[src/rtl/online_digit_converter_if.sv]
// Handshake bundle between the online multiplier's digit-selection slice
// (master) and the on-the-fly digit converter (slave).
interface online_digit_converter_if #(
   parameter int N = 8
) ();
   logic              start;
   logic              z_valid;
   logic [1:0]        z;
   logic              busy;
   logic              done;
   logic signed [N:0] q;
   logic              err;

   modport master (
      output start, z_valid, z,
      input  busy, done, q, err
   );

   modport slave (
      input  start, z_valid, z,
      output busy, done, q, err
   );
endinterface

[src/rtl/online_digit_converter.sv]
// On-the-fly converter: turns an MSB-first radix-2 signed-digit stream
// {-1,0,+1} into an (N+1)-bit two's-complement word without a final
// carry-propagate add. After dropping SKIP online-delay digits, each
// accepted digit updates Q (running value) and QM (Q minus one ulp).
module online_digit_converter #(
   parameter int N    = 8,
   parameter int SKIP = 2
) (
   input  logic                    clk,
   input  logic                    rst,
   online_digit_converter_if.slave bus
);

   localparam int CNT_MAX = (N > SKIP) ? N : SKIP;
   localparam int CW      = $clog2(CNT_MAX + 1);
   localparam logic [CW-1:0] N_LAST    = CW'(N - 1);
   localparam logic [CW-1:0] SKIP_LAST = (SKIP > 0) ? CW'(SKIP - 1) : '0;

   typedef enum logic [1:0] {
      S_IDLE,
      S_SKIP,
      S_CONV,
      S_DONE
   } state_t;

   state_t            state_q, state_d;
   logic [CW-1:0]     cnt_q, cnt_d;
   // Only the low N bits of Q and QM are kept: the shift discards the top
   // bit every step, so the full N+1-bit value exists only as the step result.
   logic [N-1:0]      qv_q, qv_d;
   logic [N-1:0]      qm_q, qm_d;
   logic signed [N:0] res_q, res_d;
   logic              busy_q, busy_d;
   logic              done_q, done_d;
   logic              err_q, err_d;

   logic [N:0]        q_step;
   logic [N-1:0]      qm_step;
   logic              illegal;

   // One on-the-fly step. The illegal code 2'b11 falls into the zero branch.
   function automatic logic [2*N:0] otf_step(input logic [N-1:0] q,
                                             input logic [N-1:0] qm,
                                             input logic [1:0]   z);
      logic [N:0]   qn;
      logic [N-1:0] qmn;
      case (z)
         2'b10: begin
            qn  = {q, 1'b1};
            qmn = {q[N-2:0], 1'b0};
         end
         2'b01: begin
            qn  = {qm, 1'b1};
            qmn = {qm[N-2:0], 1'b0};
         end
         default: begin
            qn  = {q, 1'b0};
            qmn = {qm[N-2:0], 1'b1};
         end
      endcase
      return {qn, qmn};
   endfunction

   assign {q_step, qm_step} = otf_step(qv_q, qm_q, bus.z);
   assign illegal           = (bus.z == 2'b11);

   // Next-state, datapath update and registered-output precomputation.
   always_comb begin
      state_d = state_q;
      cnt_d   = cnt_q;
      qv_d    = qv_q;
      qm_d    = qm_q;
      res_d   = res_q;
      err_d   = err_q;
      case (state_q)
         S_IDLE: begin
            qv_d  = '0;
            qm_d  = '1;
            cnt_d = '0;
            if (bus.start) begin
               err_d   = 1'b0;
               state_d = (SKIP == 0) ? S_CONV : S_SKIP;
            end
         end
         S_SKIP: begin
            if (bus.z_valid) begin
               if (illegal) begin
                  err_d = 1'b1;
               end
               if (cnt_q == SKIP_LAST) begin
                  cnt_d   = '0;
                  state_d = S_CONV;
               end else begin
                  cnt_d = cnt_q + CW'(1);
               end
            end
         end
         S_CONV: begin
            if (bus.z_valid) begin
               if (illegal) begin
                  err_d = 1'b1;
               end
               qv_d = q_step[N-1:0];
               qm_d = qm_step;
               if (cnt_q == N_LAST) begin
                  // Result is captured on the last digit so q and done
                  // appear together in the DONE cycle.
                  res_d   = $signed(q_step);
                  cnt_d   = '0;
                  state_d = S_DONE;
               end else begin
                  cnt_d = cnt_q + CW'(1);
               end
            end
         end
         S_DONE: begin
            state_d = S_IDLE;
         end
         default: begin
            state_d = S_IDLE;
         end
      endcase
      busy_d = (state_d != S_IDLE);
      done_d = (state_q == S_CONV) && (state_d == S_DONE);
   end

   // State, datapath and output registers; reset aborts any conversion.
   always_ff @(posedge clk or posedge rst) begin
      if (rst) begin
         state_q <= S_IDLE;
         cnt_q   <= '0;
         qv_q    <= '0;
         qm_q    <= '1;
         res_q   <= '0;
         busy_q  <= 1'b0;
         done_q  <= 1'b0;
         err_q   <= 1'b0;
      end else begin
         state_q <= state_d;
         cnt_q   <= cnt_d;
         qv_q    <= qv_d;
         qm_q    <= qm_d;
         res_q   <= res_d;
         busy_q  <= busy_d;
         done_q  <= done_d;
         err_q   <= err_d;
      end
   end

   assign bus.busy = busy_q;
   assign bus.done = done_q;
   assign bus.q    = res_q;
   assign bus.err  = err_q;

endmodule
[src/flat_wrapper.sv]
// flat-port wrapper written by rule: the top's interface ports become plain ports
module online_digit_converter_flat 
#(
   parameter int N    = 8,
   parameter int SKIP = 2
)
  (clk, rst, bus_start, bus_z_valid, bus_z, bus_busy, bus_done, bus_q, bus_err);
  online_digit_converter_if #(.N(N)) bus_i ();
  input  logic clk;
  input  logic rst;
  input wire logic [$bits(bus_i.start)-1:0] bus_start;
  input wire logic [$bits(bus_i.z_valid)-1:0] bus_z_valid;
  input wire logic [$bits(bus_i.z)-1:0] bus_z;
  output wire logic [$bits(bus_i.busy)-1:0] bus_busy;
  output wire logic [$bits(bus_i.done)-1:0] bus_done;
  output wire logic [$bits(bus_i.q)-1:0] bus_q;
  output wire logic [$bits(bus_i.err)-1:0] bus_err;
  assign bus_i.start = bus_start;
  assign bus_i.z_valid = bus_z_valid;
  assign bus_i.z = bus_z;
  assign bus_busy = bus_i.busy;
  assign bus_done = bus_i.done;
  assign bus_q = bus_i.q;
  assign bus_err = bus_i.err;
  online_digit_converter #(.N(N), .SKIP(SKIP)) u_core (.clk(clk), .rst(rst), .bus(bus_i));
endmodule
[config.mk]
export PLATFORM = sky130hd
export DESIGN_NAME = online_digit_converter_flat
export DESIGN_NICKNAME = d
export VERILOG_FILES = /design/src/rtl/online_digit_converter_if.sv /design/src/rtl/online_digit_converter.sv /design/src/flat_wrapper.sv
export SDC_FILE = /design/constraint.sdc
export NUM_CORES = 1
export LEC_CHECK = 0
export CAP_MARGIN = 20
export CORE_AREA = 2 2 58 60
export CTS_CLUSTER_DIAMETER = 50
export DETAILED_ROUTE_END_ITERATION = 12
export DIE_AREA = 0 0 60 62
export PLACE_DENSITY_LB_ADDON = 0.25
export SLEW_MARGIN = 15
export SYNTH_ARGS = -nofsm -noshare
export SYNTH_HDL_FRONTEND = slang
export SYNTH_SLANG_ARGS = --single-unit
[constraint.sdc]
create_clock -name clk -period 2.2 [get_ports clk]
set_input_delay 0.44 -clock clk [delete_from_list [all_inputs] [get_ports clk]]
set_output_delay 0.44 -clock clk [all_outputs]
set_load 0.02 [all_outputs]
==> impl_metrics.tcl, run 1 <==
set metrics [dict create \
    status "finished, final reports clean" \
    initial_utilization_pct 52.1 \
    antenna_found_initial 0 \
    yosysSeqAreaShare_pct 52.0 \
    synth.distinct_cells 34 \
    core_area_um2 3180 \
    setup_tns_ps 0 \
    grt.overflow.total 0 \
    grt_max_degree 35 \
    clk_path_buf_depth 2 \
    area_growth_syn_to_layout_pct 18.7 \
    viasPerCell 5.54 \
    timing.fmax_mhz 498 \
    io_buffers 17 \
    worstPathMaxFanout 8 \
    hold_violations 0 \
    synth_area_leaders "dfrtp_1, dfstp_2, ha_1" \
    grtUsageTotal_pct 20.7 \
    syn-num-nets 183 \
    crit_required_ps 2440 \
    clock_latency_ps 340 \
    num_vias 1324 \
    cp.arrival_ps 2250 \
    vdd_drop_max_uv 641 \
    cts_resized 0 \
    setup_violations 0 \
    cts_max_level 2 \
    hp-class "input pin to asynchronous set/reset pin" \
    crit_path_start_kind "input pin" \
    rsz0062_at_grt "no" \
    maxCapViolCount 0 \
    cts_tree "done" \
    fin_skew_ps 17.5 \
    drtAntennaViolNets 0 \
    drt_iter0_markers 75 \
    critPathKind "input pin to flop" \
    maxSlewHeadroom_pct 57.1 \
    yosysWarnings 0 \
    num_rows 21 \
    grt_pass1_vias 1331 \
    r2r_setup_slack_ps 280 \
    die_h_um 62 \
    wl_per_cell_um 13.7 \
    drive_above_1_share_pct 14.0 \
    post-route-drc-count 0 \
    dr.pass1.iters 4 \
    post_cts_buffers 0 \
    cts.sinks 34 \
    synth.largest_area_cell "dfrtp_1" \
    p_leak_nw 0.856 \
    postCtsHoldBufs 0 \
    tightest_slew_ps 643 \
    io_pins 18 \
    syn-cell-area_um2 1660 \
    p_per_area_nw_per_um2 935 \
    gp_congestion 0.870 \
    diodes 0 \
    routed_wl_um 3280 \
    place_area_um2 1910 \
    hpwl_um 2380 \
    postSynthCellCount 168 \
    yosys_register_bits 34 \
    post-route-min-period_ps 2010 \
    synth_top_area_share_pct 39.3 \
    clock-root-buffer "clkbuf_4" \
    clkTransAtPathRegs_ps 110 \
    die_w_um 60 \
    grt_pass1_wl_um 5680 \
    fin_area_um2 1970 \
    synthesis.area_per_instance_um2 9.86 \
    maxSlewViolCount 0 \
    r2r_cells 6 \
    die-area_um2 3720 \
    fin_nets 208 \
    finalCritPeriodShare_pct 91.2 \
    worstSetupEndpointType "flop" \
    cts_buffers 5 \
]
## worst max-delay path, stage by stage
cell and delay, ps:
clkdlybuf4s50_1 480, inv_1 50, ha_1 340, nor2b_1 530, a22oi_1 200, o21ai_0 200
## power breakdown
group          internal, mW  switching [mW]
registers             0.716          0.0614
logic                 0.279           0.440
clock network         0.151           0.192
## registers in the layout (all words and copies together), names as in the netlist
register         count
u_core.qm_q          8
u_core.bus.q         9
u_core.bus.done      1
u_core.state_q       2
u_core.bus.err       1
u_core.cnt_q         4
u_core.qv_q          8
u_core.bus.busy      1
## routing by layer
| metal | global-route usage, % | wire length (um) |
|---|---|---|
| met1 | 25.6 | 1490 |
| met2 | 33.5 | 1600 |
| met3 | 5.80 | 118 |
| met4 | 10.5 | 73 |
| met5 | 0 | 0 |
## cell usage after synthesis
library cell / instances
nand3_1: 2
a32o_1: 1
ha_1: 9
nand2_4: 1
a21oi_1: 4
dfstp_2: 8
o211a_1: 1
mux2i_2: 1
o21ai_0: 19
o22a_1: 1
a22oi_1: 7
or2_1: 1
clkbuf_1: 5
and3_1: 1
dfrtp_1: 26
and2_1: 1
a22o_1: 1
nor2b_1: 2
o21ai_1: 1
nor3b_1: 1
a211oi_1: 1
nand4bb_1: 1
or2b_1: 1
a221oi_1: 8
nor2_1: 20
a31oi_1: 1
inv_1: 11
or2_2: 2
a311oi_2: 1
o22ai_1: 2
nand2b_1: 4
and2_2: 1
and3b_2: 1
nand2_1: 21
## cells in the final DEF (no fill, tap or decap), types with 2 or more instances in the layout
cell type / instances
a21oi_1: 4
a221oi_1: 8
a22oi_1: 7
buf_4: 6
clkbuf_4: 5
clkdlybuf4s50_1: 17
dfrtp_1: 26
dfstp_2: 8
ha_1: 9
inv_1: 11
nand2_1: 21
nand2b_1: 4
nand3_1: 2
nor2_1: 20
nor2b_1: 2
o21ai_0: 19
o22ai_1: 2
or2_2: 2
## final timing paths
check / start / endpoint
worst max-delay path: bus_z[0] / u_core.qv_q[5]
worst min-delay path: rst / u_core.bus.q[7]
worst max register to register: u_core.state_q[0] / u_core.bus.done
worst min register to register: u_core.bus.q[6] / u_core.bus.q[6]
max in group asynchronous: rst / u_core.qm_q[6]
min in group clk: u_core.bus.q[6] / u_core.bus.q[6]
## per-stage QoR
stage / util, % / cells / total power [mW] / hold WS (ps) / worst slack (ps)
detailed placement: 60.1 / 232 / 1.51 / 471 / -118
global placement: 60.1 / 232 / 1.48 / 463 / -1.38
CTS: 61.8 / 239 / 1.85 / 486 / 224
global route: 61.8 / 239 / 1.98 / 519 / 128
floorplan: - / 168 / 1.28 / 451 / 523
finish: 61.8 / 239 / 1.84 / 468 / 193
## cell families after synthesis
family	synth area share (%)
DFF	52.0
adders and majority gates	6.80
AOI/OAI and AO/OA	19.4
and+or+nand+nor	17.4
buffers and inverters	3.63
muxes	0.831
## cell type report
class / instances / area, um2
Sequential cell: 34 / 861
Multi-Input combinational cell: 118 / 736
Timing Repair Buffer: 23 / 215
Tap cell: 46 / 57.6
Fill cell: 274 / 1210
Clock buffer: 7 / 55.1
Inverter: 11 / 41.3
(Power assumes the default switching activity.)
==> run 2: changes to the inputs <==
--- a/config.mk
+++ b/config.mk
@@ -6,10 +6,10 @@
 export NUM_CORES = 1
 export LEC_CHECK = 0
 export CAP_MARGIN = 20
-export CORE_AREA = 2 2 58 60
+export CORE_AREA = 2 2 56 58
 export CTS_CLUSTER_DIAMETER = 50
 export DETAILED_ROUTE_END_ITERATION = 12
-export DIE_AREA = 0 0 60 62
+export DIE_AREA = 0 0 58 60
 export PLACE_DENSITY_LB_ADDON = 0.25
 export SLEW_MARGIN = 15
 export SYNTH_ARGS = -nofsm -noshare
==> constraint.sdc (replaced) <==
create_clock -name clk -period 2.6 [get_ports clk]
set_input_delay 0.52 -clock clk [delete_from_list [all_inputs] [get_ports clk]]
set_output_delay 0.52 -clock clk [all_outputs]
set_load 0.02 [all_outputs]
==> run 2 against run 1 <==
Net effect:
- sequential share of layout area is 0.25 points higher
- sequential power shrank 15%
- final area down 0.57%
- clock power is 13% higher
- combinational power shrank 18%
- clock skew down 3.9 ps
- count of clock-buffer cells in the layout is 2 lower
- core utilization grew 5.5 points
- first-iteration DRC count is 21% lower
- non-clock buffer count is 3 lower
- critical path type unchanged
- largest power group unchanged
- highest routed layer unchanged
==> impl_metrics.tcl, run 2 (synthesis gave the netlist of run 1 again) <==
set metrics [dict create \
    rsz0062_at_grt "no" \
    drtAntennaViolNets 0 \
    tightest_slew_ps 646 \
    diodes 0 \
    post-route-drc-count 0 \
    post_cts_buffers 0 \
    grt.overflow.total 0 \
    wl_per_cell_um 15.3 \
    crit_required_ps 2820 \
    cts_tree "done" \
    worstSetupEndpointType "flop" \
    io_pins 18 \
    io_buffers 17 \
    grt_max_degree 35 \
    place_ws_ps 171 \
    routed_wl_um 3420 \
    final_cell_mix "dfrtp_1, nand2_1, nor2_1" \
    largest_register_ff_count 9 \
    hpwl_um 2510 \
    finalWorstSetupSlack_ps 574 \
    layout_commonest_cell "dfrtp_1" \
    num_vias 1355 \
    timing.fmax_mhz 493 \
    p_per_area_nw_per_um2 838 \
    maxSlewHeadroom_pct 56.9 \
    grt_pass1_vias 1405 \
    r2r_start "u_core.state_q[0]" \
    antenna_found_initial 0 \
    status "finished, final reports clean" \
    dr.pass1.iters 4 \
    r2r_cells 6 \
    core_area_um2 2900 \
    clock_latency_ps 340 \
    final_core_util_pct 67.3 \
    r2r_setup_slack_ps 700 \
    drive_above_1_share_pct 13.6 \
    multiInputGateArea_um2 736 \
    fin_skew_ps 13.6 \
    min_to "u_core.bus.q[2]" \
    fin_nets 205 \
    initial_utilization_pct 57.1 \
    clock-root-buffer "clkbuf_4" \
    p_leak_nw 0.848 \
    die_h_um 60 \
    setup_tns_ps 0 \
    gp_congestion 0.852 \
    hold-path-cell-count 2 \
    maxSlewViolCount 0 \
    grtUsageTotal_pct 22.6 \
    crit_path_start_kind "input pin" \
    cts_max_level 2 \
    maxCapViolCount 0 \
    fillCellCount 234 \
    die-area_um2 3480 \
    drt_iter0_markers 59 \
    clkTransAtPathRegs_ps 120 \
    die_w_um 58 \
    cts_buffers 5 \
    hp-class "flop to flop" \
    hold_violations 0 \
    viasPerCell 6.05 \
    grt_pass1_wl_um 5820 \
    clk_path_buf_depth 2 \
    regArea_um2 861 \
    num_rows 20 \
    hold_start "u_core.bus.q[2]" \
    critPathKind "input pin to flop" \
    worstPathMaxFanout 8 \
    postCtsHoldBufs 0 \
    cp_cell_sequence "clkdlybuf4s50_1 -> inv_1 -> ha_1 -> or2_2 -> a221oi_1 -> nor2_1" \
    setup_violations 0 \
    cts.sinks 34 \
    finalCritPeriodShare_pct 77.9 \
    slowest_delay_ps 520 \
    crit_slowest_cell "clkdlybuf4s50_1" \
    timing.rr.end "u_core.bus.done" \
    post-route-min-period_ps 2030 \
    vdd_drop_max_uv 653 \
    cts_resized 0 \
    area_growth_syn_to_layout_pct 18.0 \
    cp.arrival_ps 2250 \
]
run 2: cell types whose count changed in the layout (fill, tap and decap cells not counted), sizes merged:
cell and delta:
buf -3, clkinvlp +2, clkbuf -2, bufinv +1
run 2: metal layers:
layer	track usage, %	vias to the layer above	share of wire, %
met3	6.28	14	5.0
met5	0	-	0
met4	13.6	0	2.6
met2	41.1	57	53
li1	-	633	-
met1	22.9	651	39
run 2: cell type report:
cell class / count / share of cell area [%]
clock buffer: 5 / 1.92
clock inverter: 3 / 2.30
inverter: 11 / 2.11
multi-input combinational: 118 / 37.6
sequential: 34 / 44.0
tap: 33 / 2.11
timing repair buffer: 20 / 9.86
run 2: worst max-delay path by stage:
| stage | from | endpoint | slack (ps) | cells past startpoint |
|---|---|---|---|---|
| final | bus_z[0] | u_core.bus.q[8] | 570 | 6 |
| after global routing | bus_z[0] | u_core.bus.q[8] | 450 | 6 |
| after CTS | bus_z[0] | u_core.bus.q[8] | 560 | 6 |
| after detailed placement | bus_z[0] | u_core.bus.q[8] | 170 | 6 |
| after global placement | bus_z[0] | u_core.bus.q[8] | 270 | 6 |
| after floorplan | bus_z[0] | u_core.bus.q[8] | 840 | 6 |
run 2: per-stage QoR:
step / instances / hold WS (ps) / area [um2] / total power, mW
finish: 224 / 492 / 1950 / 1.64
global route: 224 / 530 / 1950 / 1.74
CTS: 224 / 501 / 1950 / 1.64
floorplan: 168 / 451 / 1660 / 1.08
global placement: 216 / 463 / 1870 / 1.22
detailed placement: 216 / 475 / 1870 / 1.25
run 2: power by group:
part / switching, mW / leakage (nW) / total, mW / internal (mW)
registers: 0.0564 / 0.442 / 0.662 / 0.606
clock network: 0.187 / 0.0374 / 0.389 / 0.202
logic: 0.369 / 0.369 / 0.586 / 0.218
total: 0.612 / 0.848 / 1.64 / 1.03
run 2: worst max-delay path: cells and delay by family:
kind            cells  cell delay (ps)
compound gates      1              320
fa+ha+maj           1              360
buf+inv             2              580
simple gates        2              470
==> run 3: changes to the inputs <==
--- a/config.mk
+++ b/config.mk
@@ -6,10 +6,10 @@
 export NUM_CORES = 1
 export LEC_CHECK = 0
 export CAP_MARGIN = 20
-export CORE_AREA = 2 2 56 58
+export CORE_AREA = 2 2 58 60
 export CTS_CLUSTER_DIAMETER = 50
 export DETAILED_ROUTE_END_ITERATION = 12
-export DIE_AREA = 0 0 58 60
+export DIE_AREA = 0 0 60 62
 export PLACE_DENSITY_LB_ADDON = 0.25
 export SLEW_MARGIN = 15
 export SYNTH_ARGS = -nofsm -noshare
==> constraint.sdc (replaced) <==
create_clock -name clk -period 2 [get_ports clk]
set_input_delay 0.4 -clock clk [delete_from_list [all_inputs] [get_ports clk]]
set_output_delay 0.4 -clock clk [all_outputs]
set_load 0.02 [all_outputs]
==> run 3 against run 2 <==
Net effect:
- first-iteration DRC count grew 69%
- register-to-register slack worse by 510 ps
- combinational power increased by 41%
- highest routed layer unchanged
- via count is 0.15% lower
- global-route usage fell by 0.77 points
- sequential share of layout area decreased by 0.67 points
==> impl_metrics.tcl, run 3 (synthesis gave the netlist of run 1 again) <==
set metrics [dict create \
    cts_max_level 2 \
    power_mw 2.08 \
    swShare_pct 38.2 \
    final_cells 241 \
    place_area_um2 1920 \
    grt_pass1_vias 1287 \
    r2r_start "u_core.state_q[0]" \
    dr.pass1.iters 4 \
    layout_commonest_cell "dfrtp_1" \
    p_leak_nw 0.865 \
    clock_latency_ps 350 \
    drtAntennaViolNets 0 \
    hold_violations 0 \
    r2r_setup_slack_ps 190 \
    diodes 0 \
    core_area_um2 3180 \
    viasPerCell 5.61 \
    die_w_um 60 \
    fin_nets 209 \
    gp_congestion 0.879 \
    tightest_slew_ps 513 \
    cp.arrival_ps 2170 \
    cp_cell_sequence "clkdlybuf4s50_1 -> inv_1 -> ha_1 -> buf_4 -> nor2b_1 -> a221oi_1 -> nor2_1" \
    drive_above_1_share_pct 15.9 \
    rsz0062_at_grt "no" \
    clk_path_buf_depth 2 \
    cts_resized 0 \
    grt_pass1_wl_um 5830 \
    finalCritPeriodShare_pct 94.4 \
    cts_tree "done" \
    dpl.cell_count 233 \
    comb_power_share_pct 39.7 \
    hpwl_um 2470 \
    final_core_util_pct 62.4 \
    initial_utilization_pct 52.1 \
    area_growth_syn_to_layout_pct 19.8 \
    cts.sinks 34 \
    drt_iter0_markers 100 \
    timing.fmax_mhz 529 \
    timing.rr.end "u_core.bus.done" \
    largest_register_ff_count 9 \
    post_cts_buffers 0 \
    r2r_cells 6 \
    routed_wl_um 3440 \
    crit_path_start_kind "input pin" \
    num_rows 21 \
    grt.overflow.total 0 \
    postCtsHoldBufs 0 \
    vdd_drop_max_uv 812 \
    worstSetupEndpointType "flop" \
    clock-root-buffer "clkbuf_4" \
    num_vias 1353 \
    die_h_um 62 \
    netSwitchingPower_mw 0.796 \
    status "finished, final reports clean" \
    p_int_mw 1.29 \
    io_buffers 17 \
    clock_power_share_pct 19.3 \
    fin_hold_ws_ps 416 \
    p_per_area_nw_per_um2 1050 \
    antenna_found_initial 0 \
    hp-class "input pin to asynchronous set/reset pin" \
    crit_slowest_cell "clkdlybuf4s50_1" \
    setup_tns_ps 0 \
    grt_max_degree 35 \
    finalWorstSetupSlack_ps 111 \
    io_pins 18 \
    sequentialPowerShare_pct 41.0 \
    fin_skew_ps 14.9 \
    fin_area_um2 1980 \
    worstPathMaxFanout 7 \
    post-route-min-period_ps 1890 \
    maxCapViolCount 0 \
    wl_per_cell_um 14.3 \
    cts_buffers 5 \
    maxSlewHeadroom_pct 65.7 \
    setup_violations 0 \
    slowest_delay_ps 480 \
    post-route-drc-count 0 \
    grtUsageTotal_pct 21.8 \
    crit_required_ps 2280 \
    clkTransAtPathRegs_ps 110 \
    final_cell_mix "dfrtp_1, nand2_1, nor2_1" \
    critPathKind "input pin to flop" \
    die-area_um2 3720 \
    maxSlewViolCount 0 \
    place_ws_ps -227 \
]
-- run 3: changes by cell type in the layout (fill, tap and decap cells not counted) --
| cell | change |
|---|---|
| nor2b_2 | +1 |
| clkbuf_8 | +1 |
| clkbuf_1 | +1 |
| a21oi_2 | +1 |
| buf_4 | +4 |
| a21oi_1 | -1 |
| bufinv_16 | -1 |
| clkinv_2 | +1 |
| nor2b_1 | -1 |
| clkinvlp_4 | -2 |
-- run 3: worst max-delay path by stage --
stage / slack [ps] / depth (start not counted) / start / end
after floorplan: 340 / 6 / u_core.state_q[0] / u_core.cnt_q[2]
after global placement: -150 / 7 / bus_z[0] / u_core.qm_q[7]
after detailed placement: -230 / 6 / bus_z[0] / u_core.bus.q[6]
after CTS: 80 / 6 / u_core.state_q[0] / u_core.qv_q[0]
after global routing: 10 / 7 / bus_z[0] / u_core.qm_q[6]
final: 110 / 7 / bus_z[0] / u_core.qm_q[1]
-- run 3: power groups by stage --
stage	clock network (mW)	logic [mW]	registers, mW
after floorplan	0	0.537	0.874
after global placement	0	0.786	0.860
after detailed placement	0	0.821	0.866
after CTS	0.411	0.820	0.854
after global routing	0.448	0.922	0.868
final	0.403	0.827	0.854
-- run 3: final cells by class --
| cell class | count | area, um2 |
|---|---|---|
| clock inverters | 1 | 5.00 |
| inverters | 11 | 41.3 |
| well taps | 46 | 57.6 |
| multi-input cells | 118 | 742 |
| repair buffers | 24 | 223 |
| clock buffers | 7 | 55.1 |
| fillers | 271 | 1190 |
| flip-flops and latches | 34 | 861 |
-- run 3: critical path, delay by kind of cell --
family	cells	cell delay, ps
buf+inv	3	710
simple gates	2	580
fa+ha+maj	1	340
compound gates	1	160
-- run 3: metal layers --
metal	up-vias	global-route usage (%)	part of all wire [%]
li1	641	-	-
met2	42	35.6	50
met4	0	11.1	2.4
met1	661	26.4	42
met3	9	6.42	5.6
met5	-	0	0
